## src/rtl/int_branch_update_queue.sv

```systemverilog
// Branch update queue: buffers per-lane writeback branch results into a
// one-per-cycle predictor training stream and holds the oldest redirect.
module int_branch_update_queue #(
  parameter int LANES  = 2,
  parameter int DEPTH  = 8,
  parameter int ADDR_W = 32,
  parameter int PTR_W  = 7
) (
  input  logic                      clk,
  input  logic                      rst,
  input  logic [LANES-1:0]          br_valid,
  input  logic [LANES*ADDR_W-1:0]   br_pc,
  input  logic [LANES*ADDR_W-1:0]   br_next_addr,
  input  logic [LANES-1:0]          br_taken,
  input  logic [LANES-1:0]          br_mispred,
  input  logic [LANES-1:0]          br_is_ax,
  input  logic [LANES*PTR_W-1:0]    br_al_ptr,
  input  logic [PTR_W-1:0]          al_head,
  input  logic                      flush,
  output logic                      upd_valid,
  input  logic                      upd_ready,
  output logic [ADDR_W-1:0]         upd_pc,
  output logic [ADDR_W-1:0]         upd_next_addr,
  output logic                      upd_taken,
  output logic                      upd_mispred,
  output logic                      redir_valid,
  input  logic                      redir_ready,
  output logic [ADDR_W-1:0]         redir_pc,
  output logic [PTR_W-1:0]          redir_al_ptr,
  output logic [15:0]               drop_count
);

  localparam int IDX_W = $clog2(DEPTH);
  localparam int CNT_W = IDX_W + 1;

  typedef enum logic {
    IDLE,
    PENDING
  } state_t;

  logic [ADDR_W-1:0] q_pc   [DEPTH];
  logic [ADDR_W-1:0] q_next [DEPTH];
  logic [DEPTH-1:0]  q_taken;
  logic [DEPTH-1:0]  q_mispred;

  logic [IDX_W-1:0]  head;
  logic [IDX_W-1:0]  tail;
  logic [CNT_W-1:0]  count;

  logic              deq;
  logic [CNT_W-1:0]  free;
  logic [CNT_W-1:0]  rank;
  logic [CNT_W-1:0]  nenq;
  logic [CNT_W-1:0]  ndrop;
  logic [LANES-1:0]  en;
  logic [IDX_W-1:0]  wptr [LANES];
  logic [LANES-1:0]  lane_taken;
  logic [LANES-1:0]  lane_mis;
  logic [16:0]       drop_sum;

  logic              cand_any;
  logic [PTR_W-1:0]  cand_age;
  logic [PTR_W-1:0]  age_i;
  logic [ADDR_W-1:0] cand_pc;
  logic [PTR_W-1:0]  cand_ptr;
  logic [PTR_W-1:0]  held_age;

  state_t            state;
  state_t            state_n;
  logic              load;

  assign upd_valid     = (count != '0);
  assign deq           = upd_valid & upd_ready;
  assign upd_pc        = q_pc[head];
  assign upd_next_addr = q_next[head];
  assign upd_taken     = q_taken[head];
  assign upd_mispred   = q_mispred[head];

  // AX branches train as taken and never count as mispredicted.
  assign lane_taken = br_taken | br_is_ax;
  assign lane_mis   = br_mispred & ~br_is_ax;

  // Slot allocation: ascending lanes take free slots, the rest are dropped.
  always_comb begin
    free  = CNT_W'(DEPTH) - count + CNT_W'(deq);
    rank  = '0;
    nenq  = '0;
    ndrop = '0;
    en    = '0;
    for (int i = 0; i < LANES; i++) begin
      wptr[i] = '0;
    end
    for (int i = 0; i < LANES; i++) begin
      if (br_valid[i]) begin
        if (rank < free) begin
          en[i]   = 1'b1;
          wptr[i] = tail + rank[IDX_W-1:0];
          nenq    = nenq + CNT_W'(1);
        end else begin
          ndrop = ndrop + CNT_W'(1);
        end
        rank = rank + CNT_W'(1);
      end
    end
    drop_sum = {1'b0, drop_count} + 17'(ndrop);
  end

  // Training queue storage and circular pointers.
  always_ff @(posedge clk or posedge rst) begin
    if (rst) begin
      for (int i = 0; i < DEPTH; i++) begin
        q_pc[i]   <= '0;
        q_next[i] <= '0;
      end
      q_taken   <= '0;
      q_mispred <= '0;
      head      <= '0;
      tail      <= '0;
      count     <= '0;
    end else begin
      for (int i = 0; i < LANES; i++) begin
        if (en[i]) begin
          q_pc[wptr[i]]      <= br_pc[i*ADDR_W +: ADDR_W];
          q_next[wptr[i]]    <= br_next_addr[i*ADDR_W +: ADDR_W];
          q_taken[wptr[i]]   <= lane_taken[i];
          q_mispred[wptr[i]] <= lane_mis[i];
        end
      end
      if (deq) begin
        head <= head + IDX_W'(1);
      end
      tail  <= tail + nenq[IDX_W-1:0];
      count <= count + nenq - CNT_W'(deq);
    end
  end

  // Saturating overflow-drop counter.
  always_ff @(posedge clk or posedge rst) begin
    if (rst) begin
      drop_count <= '0;
    end else if (drop_sum[16]) begin
      drop_count <= 16'hFFFF;
    end else begin
      drop_count <= drop_sum[15:0];
    end
  end

  // Oldest redirect candidate by age relative to the active-list head.
  always_comb begin
    cand_any = 1'b0;
    cand_age = '0;
    cand_pc  = '0;
    cand_ptr = '0;
    age_i    = '0;
    for (int i = 0; i < LANES; i++) begin
      age_i = br_al_ptr[i*PTR_W +: PTR_W] - al_head;
      if (br_valid[i] && lane_mis[i] &&
          (!cand_any || age_i < cand_age)) begin
        cand_any = 1'b1;
        cand_age = age_i;
        cand_pc  = br_next_addr[i*ADDR_W +: ADDR_W];
        cand_ptr = br_al_ptr[i*PTR_W +: PTR_W];
      end
    end
    held_age = redir_al_ptr - al_head;
  end

  // Redirect state register.
  always_ff @(posedge clk or posedge rst) begin
    if (rst) begin
      state <= IDLE;
    end else begin
      state <= state_n;
    end
  end

  // Redirect next state: flush wins, then handshake, then age replacement.
  always_comb begin
    state_n = state;
    load    = 1'b0;
    if (flush) begin
      state_n = IDLE;
    end else begin
      case (state)
        IDLE: begin
          if (cand_any) begin
            load    = 1'b1;
            state_n = PENDING;
          end
        end
        PENDING: begin
          if (redir_ready) begin
            if (cand_any) begin
              load = 1'b1;
            end else begin
              state_n = IDLE;
            end
          end else if (cand_any && cand_age < held_age) begin
            load = 1'b1;
          end
        end
        default: state_n = IDLE;
      endcase
    end
  end

  // Held redirect payload.
  always_ff @(posedge clk or posedge rst) begin
    if (rst) begin
      redir_pc     <= '0;
      redir_al_ptr <= '0;
    end else if (load) begin
      redir_pc     <= cand_pc;
      redir_al_ptr <= cand_ptr;
    end
  end

  assign redir_valid = (state == PENDING);

endmodule

```

## config.mk

```make
export PLATFORM = sky130hd
export DESIGN_NAME = int_branch_update_queue
export DESIGN_NICKNAME = d
export VERILOG_FILES = /design/src/rtl/int_branch_update_queue.sv
export SDC_FILE = /design/constraint.sdc
export NUM_CORES = 2
export LEC_CHECK = 0
export BUFFER_PORTS_ARGS = -buffer_cell sky130_fd_sc_hd__buf_2
export CORE_UTILIZATION = 40
export CTS_BUF_LIST = sky130_fd_sc_hd__clkbuf_4 sky130_fd_sc_hd__clkbuf_8 sky130_fd_sc_hd__clkbuf_16
export DETAILED_ROUTE_END_ITERATION = 10
export PLACE_DENSITY = 0.63
export RECOVER_POWER = 25
export SETUP_SLACK_MARGIN = 0.02
export SLEW_MARGIN = 20
export SYNTH_ARGS = -nofsm -noshare
export SYNTH_HDL_FRONTEND = slang
export SYNTH_SLANG_ARGS = --single-unit
export TNS_END_PERCENT = 20
```

## constraint.sdc

```tcl
create_clock -name clk -period 18.5 [get_ports clk]
set_input_delay 2.775 -clock clk [delete_from_list [all_inputs] [get_ports clk]]
set_output_delay 2.775 -clock clk [all_outputs]
set_load 0.01 [all_outputs]
```

==> qor.txt <==
Outcome = complete, but fails checks
Failing checks = max-capacitance violations, max-slew violations
Largest net degree at the start of global routing = 164
Die Height = 291 µm
Horiz. Die Dim = 291 µm
Dpl cells = 4264
Minimum clock period = 9040 ps
Hold crit path type = flip-flop to flip-flop
Crit path max-delay family = compound AO/OA/AOI/OAI gates
Drt pass-1 iters = 7
Tightest Pin Transition = 3480 ps
CP bufs+invs = 3
Clock transition at path regs = 60 ps
Synthesized cell area = 33400 µm²
Synth Register Bits = 594
Fmax = 111 MHz
Syn avg cell area = 10.4 µm²
Initial antenna violation count = 4
Antenna viol nets, final = 0
Hold Buf Count CTS = 0
I/O pin count = 285
Crit start category = input port
Library cells used by synthesis = 53
Hold wc startpoint = redir_pc[17]
Vias = 24.0k
CTS sink cnt = 594
CP Data Required Time = 18990 ps
Critical path arrival = 9530 ps
Iter 0 DRT Violations = 1819
Final core utilization = 45.6%
Post-place setup slack = 9050 ps
Part of the cycle the worst path needs = 48.9%
Detailed-route wire length = 95000 µm
Residual DRC = 0
PortBufs = 284
CP Capture Type = flip-flop
CP cell instances = buf_2 -> nand2b_1 -> or2_0 -> nor3b_1 -> and3_1 -> nor3_1 -> ha_1 -> a21o_1 -> a21oi_1 -> o21ai_0 -> a21oi_4 -> buf_4 -> o21ai_0 -> ha_1 -> a21oi_1 -> o21ai_0 -> a211oi_1 -> nand2_1 -> o31ai_4 -> buf_4 -> mux2_2
Post-CTS resize count = 0
Critical path class = input port to flip-flop
Crit. Startpoint = br_is_ax[0]
Area Growth Syn to Fin = 12.4%
Crit Path Max Fanout = 41
YS warnings = 0
Register area share after synthesis = 44.5%
Core box area = 82400 µm²
CTS tree = yes
Leak Pwr = 18.7 nW
CTS Buffer Depth = 3
Number of enable flip-flop cells after synthesis = 0
Xor/xnor cell area share of the yosys netlist = 0.838%
Num CTS Buffers = 71
Async SR Flop Fraction = 100%
Root Driver = clkbuf_16
Post-Synth Adder-Cell Area = 2.08%
Mapped Nets = 3431
GP Congestion = 0.794
Detailed Place HPWL = 56300 µm
Die area = 84700 µm²
Slowest cell delay on critical path = 700 ps
Final setup fails = 0
Combinational family with the most area after synthesis = multiplexers
Fin Clk Skew = 18.7 ps
Nets@finish = 3483
Vias/cell = 5.46
GR Overflow Total = 0
Final Non-Filler Cells = 4395
Clk_lat worst skew = 610 ps
Drt wl/cell = 21.6 µm
Synth Instances = 3217
Setup bufs post-CTS = 0
Synth Flop Type = dfrtp_1
RSZ-0062 raised after global routing = false
Post-Synth Simple-Gate Area = 8.27%
Final Instance Area = 37600 µm²
Pwr Density = 175 nW/µm²
Commonest non-fill, non-tap cell in the layout = dfrtp_1
VDD IR max = 0.107 mV
FP Rows = 105
Critical Path Most Common Cell = o21ai_0
Register Area = 14900 µm²
Multi-input gate area = 16900 µm²
Share of layout cells above drive strength 1 = 20.2%
Tot GR Track Use = 22.5%
Initial Util = 40.6%
Area of placed instances = 35200 µm²
Worst path slowest cell = o31ai_4
First-pass GRT wire length = 148000 µm
R2r setup slk = 13230 ps
Synth Area in Compound Gates = 9.61%
Max Cap Violations = 1
Rel. slew slack = -132%
Setup TNS = 0 ps
Post-synthesis mux area share = 29.1%
Htree depth = 3
Fill cells = 7638
Final Slew Violations = 57
Setup ws final = 9460 ps
Most frequent cells in the layout = dfrtp_1 (591), mux2i_1 (556), nand2_1 (545)
Worst R2R Start = count[2]
Hold Vio Cnt, Final = 0
Vias in the first global route = 24.2k
through the flow:
stage          total power, mW  hold slack (ps)
5_1_grt                   7.03              515
3_5_place_dp              5.21              490
3_3_place_gp              5.12              487
4_1_cts                   6.65              503
6_report                  6.59              505
2_1_floorplan             4.32              505
layout make-up:
type / instances / share of cell area [%]
Antenna cell: 5 / 0.0333
Clock buffer: 103 / 5.76
Clock inverter: 21 / 0.556
Inverter: 78 / 0.789
Multi-Input combinational cell: 2188 / 44.9
Sequential cell: 594 / 39.6
Tap cell: 1070 / 3.56
Timing Repair Buffer: 336 / 4.79
where the power goes:
| group | internal, mW | total (mW) | switching, mW |
|---|---|---|---|
| clock network | 0.855 | 1.42 | 0.568 |
| logic | 1.37 | 2.88 | 1.51 |
| registers | 1.92 | 2.29 | 0.367 |
routing by layer:
| layer | part of all wire (%) | wire length (µm) | up-vias | track usage, % |
|---|---|---|---|---|
| met4 | 2.4 | 2300 | 2 | 6.21 |
| met2 | 47 | 44900 | 624 | 36.6 |
| li1 | - | - | 11290 | - |
| met5 | 0.0074 | 7 | - | 0 |
| met3 | 4.7 | 4490 | 128 | 3.19 |
| met1 | 46 | 43200 | 11940 | 31.2 |
flip-flops by register name, summed over array words and instances, names as in the netlist:
signal and flops:
q_taken 8, q_next 256, q_mispred 8, redir_pc 32, redir_valid 1, drop_count 16
tail 3, q_pc 256, redir_al_ptr 7, head 3, count 4
Yosys cell counts (all sizes together), types with 6 or more instances:
cell | n | area share, %
mux2 | 106 | 3.6
clkbuf | 149 | 1.7
mux2i | 556 | 17
xnor2 | 16 | 0.42
a21oi | 100 | 1.5
nand2b | 10 | 0.19
nor2 | 96 | 1.1
o311ai | 7 | 0.23
mux4 | 132 | 8.9
xor2 | 16 | 0.42
inv | 78 | 0.88
buf | 208 | 3.0
o21ai | 478 | 7.2
ha | 46 | 1.7
nor3b | 7 | 0.16
fa | 6 | 0.36
nand2 | 545 | 6.1
nor3 | 9 | 0.13
a21o | 10 | 0.22
dfrtp | 594 | 44
kinds of logic (layout without fill, tap and decap cells):
logic type,after synthesis,in the layout
AOI/OAI and AO/OA,614,614
xor gates and xnor gates,32,32
adders and majority gates,52,52
buffers and inverters,435,538
DFF,594,594
muxes,794,794
other,0,5
and+or+nand+nor,696,696
worst paths after layout:
| path | endpoint | cells past startpoint |
|---|---|---|
| max | redir_pc[2] | 21 |
| min | redir_pc[17] | 1 |
| max reg2reg | drop_count[5] | 23 |
| min reg2reg | redir_pc[17] | 1 |
| max in group asynchronous | q_next[169] | 5 |
| min in group asynchronous | q_pc[101] | 3 |
No activity file was read; power rests on OpenSTA's default activity.
